## src/rtl/rr_arb_mux.sv

```systemverilog
// rr_arb_mux: N-channel valid/ready selector with a single output register.
// A round-robin or fixed-priority arbiter picks one requesting channel, and
// its word is captured into the output register. A saturating counter
// tracks how many words the consumer has taken.
//
// Ports:
//   clk, rst_n      clock (rising edge), async active-low reset
//   mode            0 = round-robin, 1 = fixed priority (lowest index wins)
//   in_valid/ready  per-channel handshake; in_ready is one-hot or zero
//   in_data         channel i at bits [i*WIDTH +: WIDTH]
//   out_valid/ready output handshake; out_data/out_ch come from the register
//   xfer_cnt        saturating count of output transfers
module rr_arb_mux #(
  parameter int N_CH  = 4,
  parameter int WIDTH = 8,
  parameter int SEL_W = $clog2(N_CH),
  parameter int CNT_W = 16
) (
  input  logic                    clk,
  input  logic                    rst_n,
  input  logic                    mode,
  input  logic [N_CH-1:0]         in_valid,
  input  logic [N_CH*WIDTH-1:0]   in_data,
  output logic [N_CH-1:0]         in_ready,
  output logic                    out_valid,
  output logic [WIDTH-1:0]        out_data,
  output logic [SEL_W-1:0]        out_ch,
  input  logic                    out_ready,
  output logic [CNT_W-1:0]        xfer_cnt
);

  logic [N_CH-1:0][WIDTH-1:0] in_word;
  assign in_word = in_data;

  logic             out_valid_q, out_valid_d;
  logic [WIDTH-1:0] out_data_q,  out_data_d;
  logic [SEL_W-1:0] out_ch_q,    out_ch_d;
  logic [SEL_W-1:0] ptr_q,       ptr_d;
  logic [CNT_W-1:0] cnt_q,       cnt_d;

  logic             load_en, take, out_xfer;
  logic             gnt_vld;
  logic [SEL_W-1:0] gnt_idx;
  logic [SEL_W:0]   scan;
  logic [SEL_W-1:0] cand;

  assign load_en  = !out_valid_q | out_ready;
  assign out_xfer = out_valid_q & out_ready;

  // Arbiter: scan candidates in priority order, first requester wins.
  // Round-robin starts at ptr and wraps modulo N_CH (N_CH need not be a
  // power of two, so the wrap is an explicit subtract).
  always_comb begin
    gnt_vld = 1'b0;
    gnt_idx = '0;
    scan    = '0;
    cand    = '0;
    for (int k = 0; k < N_CH; k++) begin
      if (mode) begin
        cand = SEL_W'(k);
      end else begin
        scan = {1'b0, ptr_q} + (SEL_W+1)'(k);
        if (scan >= (SEL_W+1)'(N_CH)) scan = scan - (SEL_W+1)'(N_CH);
        cand = scan[SEL_W-1:0];
      end
      if (!gnt_vld && in_valid[cand]) begin
        gnt_vld = 1'b1;
        gnt_idx = cand;
      end
    end
  end

  // rst_n gates in_ready so no producer sees an accept while reset is held
  // (the register is empty then, so load_en alone would be 1).
  always_comb begin
    in_ready = '0;
    for (int i = 0; i < N_CH; i++)
      in_ready[i] = rst_n & load_en & gnt_vld & (gnt_idx == SEL_W'(i));
  end

  assign take = |in_ready;

  always_comb begin
    out_valid_d = out_valid_q;
    out_data_d  = out_data_q;
    out_ch_d    = out_ch_q;
    ptr_d       = ptr_q;
    cnt_d       = cnt_q;
    if (take) begin
      out_valid_d = 1'b1;
      out_data_d  = in_word[gnt_idx];
      out_ch_d    = gnt_idx;
      if (!mode)
        ptr_d = (gnt_idx == SEL_W'(N_CH-1)) ? '0 : gnt_idx + SEL_W'(1);
    end else if (out_xfer) begin
      out_valid_d = 1'b0;
    end
    if (out_xfer && (cnt_q != {CNT_W{1'b1}}))
      cnt_d = cnt_q + CNT_W'(1);
  end

  always_ff @(posedge clk or negedge rst_n) begin
    if (!rst_n) begin
      out_valid_q <= 1'b0;
      out_data_q  <= '0;
      out_ch_q    <= '0;
      ptr_q       <= '0;
      cnt_q       <= '0;
    end else begin
      out_valid_q <= out_valid_d;
      out_data_q  <= out_data_d;
      out_ch_q    <= out_ch_d;
      ptr_q       <= ptr_d;
      cnt_q       <= cnt_d;
    end
  end

  assign out_valid = out_valid_q;
  assign out_data  = out_data_q;
  assign out_ch    = out_ch_q;
  assign xfer_cnt  = cnt_q;

endmodule

```

## config.mk

```make
export PLATFORM = sky130hd
export DESIGN_NAME = rr_arb_mux
export DESIGN_NICKNAME = d
export VERILOG_FILES = /design/src/rtl/rr_arb_mux.sv
export SDC_FILE = /design/constraint.sdc
export NUM_CORES = 1
export LEC_CHECK = 0
export ABC_CLOCK_PERIOD_IN_PS = 3200
export CAP_MARGIN = 20
export CORE_MARGIN = 5
export CORE_UTILIZATION = 44
export DETAILED_ROUTE_END_ITERATION = 12
export HOLD_SLACK_MARGIN = 0.12
export PLACE_DENSITY = 0.84
export SLEW_MARGIN = 5
export SYNTH_ARGS = -nofsm -noshare
export SYNTH_HDL_FRONTEND = slang
export SYNTH_SLANG_ARGS = --single-unit
```

## constraint.sdc

```tcl
create_clock -name clk -period 3.2 [get_ports clk]
set_clock_uncertainty 0.15 [all_clocks]
set_input_delay 0.64 -clock clk [delete_from_list [all_inputs] [get_ports clk]]
set_output_delay 0.64 -clock clk [all_outputs]
set_load 0.05 [all_outputs]
```

==> impl.org <==
** CTS
- After clock tree synthesis, the clock-pin slew on the worst setup and hold paths is 0.06 ns.
- H-Tree Level Count :: 2
- Hold Buf Count CTS :: 0
- Sink Count :: 29
- # Post-CTS Setup Buffers :: 0
- TritonCTS built the clock tree.
- Root buffer selected by CTS :: clkbuf_8
- Clock Latency Late Sink :: 0.28 ns
- No sink is reached through more buffers than the 2 on the longest clock path.
- Buffers inserted during clock tree synthesis total 5.

** Route
- In the final routed layout, each cell accounts on average for 16.0 µm.
- Once detail routing completed, the nets flagged for antenna violations numbered 0.
- In this run, the number of DRC markers left after iteration 0 of detailed routing was 99.
- Using the TritonRoute via totals, the vias-per-cell ratio works out to 5.36.
- Remaining design rule violation count :: 0
- Via total after detailed routing :: 1747
- Length of the first detailed-routing pass in iterations :: 4
- Routed wire length :: 5230 µm

** Critical path
- Library cell contributing the largest single delay on the critical path :: dlygate4sd2_1
- The kind of cell with the highest combined delay along the critical path is simple AND/OR/NAND/NOR gates.
- Counting both buffers and inverters, the worst setup path holds a total of 2.
- STA classifies the critical path startpoint as an input port.
- Arr. time, crit path :: 2.35 ns
- STA classifies the critical path endpoint as an output pin.
- Critical path's largest stage delay :: 0.36 ns
- At the worst endpoint, the required time is 2.41 ns.
- Largest fanout on the critical path :: 9
- The critical path is of the input port to output pin type.
- Crit-path cells :: dlygate4sd2_1 > nor4bb_2 > a21oi_1 > a211oi_1 > o21ba_2 > nor3_4 > and2_4 > buf_12

** Hold path
- Hold crit path type :: flop to flop

** Pwr
- Pwr dens :: 765 nW/µm²
- Summed over all cells, the static leakage comes to 1.27 nW.
- The design draws 2.29 mW.
- VDD sags by at most 674 µV.

** Yosys
- Post-synthesis async set-or-reset flop share :: 100%
- Seq/Total Area, Yosys :: 38.1%
- Synthesized netlist net count :: 224
- Number of distinct library cells after synthesis :: 54
- Fraction of post-synthesis cell area in the top cell type by area :: 38.1%
- The synthesized design contains 29 register bits.
- Most frequent cells after synthesis :: 29 x dfrtp_1, 18 x nor2_1, 17 x mux2i_1, 12 x xnor2_1, 10 x nand2_1
- Top flip-flop cell by instance count after synthesis :: dfrtp_1
- Count leader, synth :: dfrtp_1
- In this run, synthesis inferred 0 flip-flops with an integrated enable.
- Number of standard cells after synthesis :: 183
- By area the synthesized netlist is led by dfrtp_1 38%, mux2i_1 8.9%, a221oi_2 6.3%, xnor2_1 5.5%, nor2_1 3.5%.
- A synthesized cell averages 10.4 µm².
- Synth Cell Area :: 1910 µm²
- Largest area contributor in the synthesized netlist :: dfrtp_1
- The Yosys step of the flow raised 0 warnings.

** Placement
- The congestion estimate from routability-driven global placement came to 0.811.
- The HPWL after detailed placement is 3920 µm.
- Buffers placed on the I/O ports in this run total 70.
- Area after detailed placement :: 2830 µm²
- Post-place setup slack :: -0.264 ns

** Cells and area
- After the last flow step, the layout net total stands at 314.
- Summing all non-filler instances in the final layout gives an area of 3000 µm².
- Fraction of layout instances using a drive strength above 1 :: 25.5%
- Final core utilization :: 70.3%
- Total area of multi-input combinational cells :: 1160 µm²
- Layout overhead on the synthesized area :: 57.3%
- Number of fillers in the final layout :: 343
- The repair_antennas step left the layout with diodes totalling 0.
- Area taken by flip-flops and latches :: 726 µm²

** GRT
- Via count of the first global-routing pass :: 1771
- The first global-routing pass estimated 8330 µm of wire.
- The number of antenna violations at the first check in global routing is 0.
- Entering global routing, the biggest net connects 30 pins.
- For this run the aggregate overflow at the end of global routing stands at 0.
- Across every metal layer, demand over resource in global routing totals 19.0%.

** Timing
- After layout, the minimum clock period comes to 3.14 ns.
- The worst path meets setup with 0.0582 ns of slack.
- Total count of max-transition violations in the final report :: 0
- Fmax :: 318 MHz
- For the pin with the worst max-slew slack, the measured transition is 0.659 ns.
- Setup violations remaining at the end of the flow were counted as 0.
- Measured against its own limit, the worst slew margin works out to 55.8%.
- Final Hold Slack :: 0.350 ns
- The worst path uses 98.2% of the clock period.
- Number of hold violations in the final report :: 0

** Floorplan
- Vertical extent of the die :: 75.8 µm
- Die span in x :: 75.8 µm
- # rows :: 24
- I/O pin cnt :: 71
- For this configuration, the core starts out at a cell density of 44.7%.
- The floorplan step defined a die boundary enclosing 5750 µm².
- The floorplan step defined a core boundary enclosing 4260 µm².

** Status
- Status :: completed

** Run
- Number of max-cap violations :: 0
[flip-flops by register name, indices dropped and copies added (netlist names)]
name and cells:
ptr_q 2, out_ch 2, out_data 8, xfer_cnt 16
out_valid 1
[cell families (layout without fill, tap and decap cells)]
group / Yosys count / count (layout) / synth area share, %
simple gates: 69 / 69 / 20.9
compound gates: 35 / 35 / 18.6
flops: 29 / 29 / 38.1
mux: 19 / 19 / 10.1
buf+inv: 16 / 107 / 5.12
xor+xnor: 14 / 14 / 6.43
fa+ha+maj: 1 / 1 / 0.656
[worst reg2reg max path, delay by kind of cell (launching register included)]
family,cells,cell delay [ns]
mux,1,0.13
compound gates,4,1.03
flops,1,0.50
simple gates,1,0.28
buf+inv,2,0.45
[metal layers]
metal	global-route usage, %	vias to the layer above	part of all wire, %
li1	-	843	-
met1	24.2	839	42
met2	31.7	60	50
met3	5.15	5	7.0
met4	5.05	0	0.98
met5	0	-	0
[where the power goes]
group          internal (mW)  switching, mW
combinational          0.557          0.757
clock                  0.253          0.139
sequential             0.475          0.111
total                   1.29           1.01
[through the flow]
step | cells | setup TNS, ns
after floorplan | 183 | -0.0193
after global placement | 318 | -0.855
after detailed placement | 318 | -1.17
after CTS | 326 | 0
after global routing | 326 | -0.0186
final | 326 | 0
[what timing repair did]
| item | CTS | global route |
|---|---|---|
| resized for setup | 16 | 11 |
| pin swaps | 3 | 7 |
| endpoints found under the setup margin | 4 | 4 |
[path summary, 6_finish.rpt]
check,endpoint,depth (start not counted),start,slack (ns)
setup / recovery,in_ready[0],8,in_valid[1],0.06
hold / removal,out_ch[1],2,out_ch[1],0.35
setup reg to reg,out_data[5],8,ptr_q[0],0.56
hold reg to reg,out_ch[1],2,out_ch[1],0.35
max in group asynchronous,xfer_cnt[14],2,rst_n,1.93
min in group asynchronous,out_ch[0],2,rst_n,0.70
[layout make-up]
cell class,count,share of cell area (%)
clock buffers,7,2.88
clock inverters,1,1.00
inverters,6,0.752
multi-input cells,138,38.8
flip-flops and latches,29,24.2
well taps,52,2.17
repair buffers,93,30.1
[cell usage in the layout (no fill, tap or decap), types with 4 or more instances in the layout]
cell	Yosys	final
clkbuf_8	0	6
mux2i_1	17	17
nor2b_1	6	4
clkdlybuf4s50_1	0	61
buf_12	0	4
dfrtp_1	29	29
inv_1	5	5
nor2_1	18	18
xnor2_1	12	12
nand2_1	10	10
nand2b_1	5	4
a21oi_1	6	5
buf_4	4	21
nand4_1	5	5
a221oi_2	8	9
Power figures use the tool's default switching activity.
